File: src/rtl/rr_regid_encoder_16_4.sv
// Round-robin 16:4 request encoder: picks one of 16 per-register request lines
// and presents its RegId/one-hot Grant on a registered valid/ready output.
module rr_regid_encoder_16_4 #(
    parameter logic [3:0] RESET_PTR = 4'd15
) (
    input  logic        clk,
    input  logic        rst,
    input  logic [15:0] Request,
    input  logic        Ready,
    output logic        Valid,
    output logic [3:0]  RegId,
    output logic [15:0] Grant,
    output logic        Any
);

    localparam int unsigned N = 16;
    localparam int unsigned W = 4;

    logic [W-1:0] ptr;
    logic         accept;
    logic         load_en;
    logic [W-1:0] scan_start;
    logic [W-1:0] scan_idx;
    logic [W-1:0] sel;
    logic         found;

    assign Any     = |Request;
    assign accept  = Valid & Ready;
    assign load_en = ~Valid | Ready;

    // The just-accepted index must lose priority at the same edge ptr moves to it.
    assign scan_start = accept ? W'(RegId + W'(1)) : W'(ptr + W'(1));

    // First set request at or after scan_start, wrapping 15 -> 0.
    always_comb begin
        found    = 1'b0;
        sel      = '0;
        scan_idx = '0;
        for (int i = 0; i < int'(N); i++) begin
            scan_idx = W'(scan_start + W'(i));
            if (!found && Request[scan_idx]) begin
                found = 1'b1;
                sel   = scan_idx;
            end
        end
    end

    always_ff @(posedge clk) begin
        if (rst) begin
            Valid <= 1'b0;
            RegId <= '0;
            Grant <= '0;
            ptr   <= RESET_PTR;
        end else begin
            if (accept) begin
                ptr <= RegId;
            end
            if (load_en) begin
                Valid <= found;
                Grant <= found ? (N'(1) << sel) : '0;
                if (found) begin
                    RegId <= sel;
                end
            end
        end
    end

endmodule

File: config.mk
export PLATFORM = sky130hd
export DESIGN_NAME = rr_regid_encoder_16_4
export DESIGN_NICKNAME = d
export VERILOG_FILES = /design/src/rtl/rr_regid_encoder_16_4.sv
export SDC_FILE = /design/constraint.sdc
export NUM_CORES = 1
export LEC_CHECK = 0
export ABC_AREA = 0
export BUFFER_PORTS_ARGS = -buffer_cell sky130_fd_sc_hd__buf_2
export CAP_MARGIN = 20
export CELL_PAD_IN_SITES_DETAIL_PLACEMENT = 0
export CELL_PAD_IN_SITES_GLOBAL_PLACEMENT = 1
export CORE_MARGIN = 3
export CORE_UTILIZATION = 33
export DETAILED_ROUTE_END_ITERATION = 10
export GPL_TIMING_DRIVEN = 0
export HOLD_SLACK_MARGIN = 0.15
export PLACE_DENSITY_LB_ADDON = 0.15
export SLEW_MARGIN = 20
export SYNTH_ARGS = -nofsm -noshare
export SYNTH_HDL_FRONTEND = slang
export SYNTH_SLANG_ARGS = --single-unit
File: constraint.sdc
create_clock -name clk -period 8.2 [get_ports clk]
set_clock_uncertainty 0.05 [all_clocks]
set_input_delay 1.64 -clock clk [delete_from_list [all_inputs] [get_ports clk]]
set_output_delay 1.64 -clock clk [all_outputs]
set_load 0.03 [all_outputs]
==> impl_metrics.env <==
export IMPL_min_from="Grant[7]"
export IMPL_cts_root_buf="clkbuf_8"
export IMPL_grt_ovfl_total=0
export IMPL_reg2reg_to="Grant[4]"
export IMPL_ys_warn_count=0
export IMPL_ys_top_cells_by_area="dfxtp_1, mux2i_1, mux4_2, nand3_1, nand2_1"
export IMPL_post_dp_hpwl_um=8780
export IMPL_grt_pass1_wl_um=17500
export IMPL_period_needed_ps=7780
export IMPL_hold_depth=2
export IMPL_drive_gt1_share_pct=20.9
export IMPL_power_density_mw_per_mm2=322
export IMPL_max_stage_delay_ps=690
export IMPL_final_common_cell="buf_2"
export IMPL_cp_slowest_cell="mux2i_1"
export IMPL_finalPower_mw=1.19
export IMPL_track_usage_pct=19.3
export IMPL_h_tree_depth=1
export IMPL_finalSetupTns_ps=0
export IMPL_post_route_period_util_pct=94.9
export IMPL_cts_hold_buffers=0
export IMPL_first_pass_iters=6
export IMPL_synth_top_cell_area_share_pct=15.2
export IMPL_syn_to_final_growth_pct=12.5
export IMPL_reg2reg_depth=18
export IMPL_antenna_found_initial=0
export IMPL_wl_per_cell_um=19.1
export IMPL_outcome="complete, no violations"
export IMPL_rrSetupSlack_ps=1500
export IMPL_slew_violations=0
export IMPL_post_cts_buffers=0
export IMPL_path_class="in2reg"
export IMPL_fin_area_sq_mm=0.00371
export IMPL_p_leak_nw=1.41
export IMPL_core_rowCount=35
export IMPL_synth_cells=406
export IMPL_hold_viol_final=0
export IMPL_p_clk_share_pct=6.2
export IMPL_dr_total_vias=3563
export IMPL_crit_path_end_kind="flop"
export IMPL_insertion_delay_ps=260
export IMPL_vias_per_cell=6.15
export IMPL_grt_pass1_vias=3207
export IMPL_first_iter_violations=247
export IMPL_drv_cap=0
export IMPL_final_nets=472
export IMPL_holdCritPathClass="reg2reg"
export IMPL_cts_made_buffers=3
export IMPL_n_fill_cell=1046
export IMPL_multi_input_area_sq_mm=0.00265
export IMPL_cp_data_arrival_time_ps=7920
export IMPL_regArea_sq_um=500
export IMPL_path_cells="buf_2, buf_2, and3_1, nor2_1, inv_2, clkbuf_1, ha_1, inv_1, clkbuf_1, o22ai_1, and4_1, a221oi_2, mux2i_1, nor2_1, and2_1, a311o_1, o22a_1, or4_4, o31ai_1"
export IMPL_p_seq_share_pct=13.7
export IMPL_syn_area_sq_mm=0.00330
export IMPL_synth_edf_count=0
export IMPL_clk_path_buf_depth=2
export IMPL_drt_total_wl_um=11100
export IMPL_slew_headroom_pct=36.2
export IMPL_start_util_pct=34.8
export IMPL_startpoint_type="input pin"
export IMPL_post_place_ws_ps=269
export IMPL_ys_ff_latch=25
export IMPL_cp_required_ps=8340
export IMPL_worstHoldEndpoint="Grant[7]"
export IMPL_combPwrFrac_pct=80.1
export IMPL_crit_path_start="Ready"
export IMPL_ys_seq_area_share_pct=15.2
export IMPL_peakVddDrop_uv=82.7
export IMPL_synth_fp_nets=427
export IMPL_ys_flop_type="dfxtp_1"
export IMPL_avgSynthCellArea_sq_um=8.12
export IMPL_synth_largest_area_cell="dfxtp_1"
export IMPL_fp_dieArea_sq_mm=0.0112
export IMPL_antenna_left=0
export IMPL_worstMarginPinSlew_ps=953
export IMPL_portBuffers=40
export IMPL_pin_count=41
export IMPL_gp_congestion=0.902
export IMPL_r2r_start="Valid"
export IMPL_internal_power_uw=529
export IMPL_postLayoutSetupSlackWorst_ps=421
export IMPL_path_max_fanout=11
export IMPL_antennaDiodeCount=0
export IMPL_cts_tree="yes"
export IMPL_power_switching_uw=664
export IMPL_coreArea_sq_mm=0.00946
export IMPL_fmax_mhz=129
export IMPL_ctsResizeCount=0
export IMPL_die_w_um=106
export IMPL_yosysUniqueCellTypes=81
export IMPL_rsz0062_at_grt="no"
export IMPL_grt_max_degree=16
export IMPL_die_y_um=106
export IMPL_finalSetupViolations=0
export IMPL_cts_sinks=25
export IMPL_final_cell_mix="buf_2, nand2_1, mux2i_1"
export IMPL_placement_cell_area_sq_mm=0.00366
export IMPL_path_clk_slew_ps=90
export IMPL_async_flop_share_pct=0
export IMPL_sw_frac_of_total_pct=55.7
export IMPL_drc_errors=0
-- cells in the mapped netlist (all sizes together) (6+ instances only) --
cell type	number
nand2b	11
and2	12
dfxtp	25
and3	7
o22ai	8
nand2	32
buf	9
o21ai	14
a31oi	8
nand4	17
o31ai	16
inv	12
clkbuf	10
xnor2	6
nand3	26
mux2i	30
nor3	8
nor2	27
mux2	8
a21oi	15
o211ai	8
mux4	11
-- worst max-delay path, delay by kind of cell --
| family | cells | cell delay [ps] |
|---|---|---|
| simple gates | 6 | 2010 |
| mux | 1 | 690 |
| compound gates | 5 | 1490 |
| buf+inv | 6 | 1590 |
| fa+ha+maj | 1 | 490 |
-- how the worst max path moves through the flow --
stage	endpoint	slack (ps)
after global routing	Grant[6]	120
final	Grant[4]	420
after detailed placement	Grant[4]	270
after CTS	Grant[4]	550
after global placement	Grant[6]	250
after floorplan	Grant[14]	1830
-- power by group through the flow --
stage                     registers (mW)  clock network, mW  logic (mW)
after floorplan                    0.208                  0       0.668
after global placement             0.165                  0       0.943
after detailed placement           0.166                  0       0.938
after CTS                          0.163             0.0777       0.941
after global routing               0.167             0.0821        1.03
final                              0.163             0.0740       0.955
-- stage by stage --
step                      instances  hold WS [ps]  utilization [%]
final                           579           401             39.2
after detailed placement        575           385             38.7
after floorplan                 406           528                -
after global routing            579           431             39.2
after global placement          575           382             38.7
after CTS                       579           408             39.2
-- registers in the layout, summed over array words and instances (netlist names) --
signal and cells:
Grant 16, RegId 4, ptr 4, Valid 1
-- metal layers --
layer  GRT usage [%]  part of all wire (%)  up-vias
met4            3.24                   1.4        0
met5               0                     0        -
met1            27.4                    47     1715
met2            32.0                    47      122
met3            2.06                   5.1       10
li1                -                     -     1716
-- cell type report --
type	instances	share of cell area (%)
Buffer	19	2.57
Clock buffer	3	1.11
Clock inverter	1	0.203
Inverter	13	1.38
Multi-Input combinational cell	349	71.5
Sequential cell	25	13.5
Tap cell	129	4.36
Timing Repair Buffer	40	5.40
-- kinds of logic after synthesis --
group / after synthesis / synth area share (%)
muxes: 49 / 19.9
DFF: 25 / 15.2
xor gates and xnor gates: 8 / 2.77
and+or+nand+nor: 161 / 26.9
adders and majority gates: 2 / 0.759
AOI/OAI and AO/OA: 129 / 30.1
buffers and inverters: 32 / 4.44
Note: power is estimated with default switching activity, not from simulation.
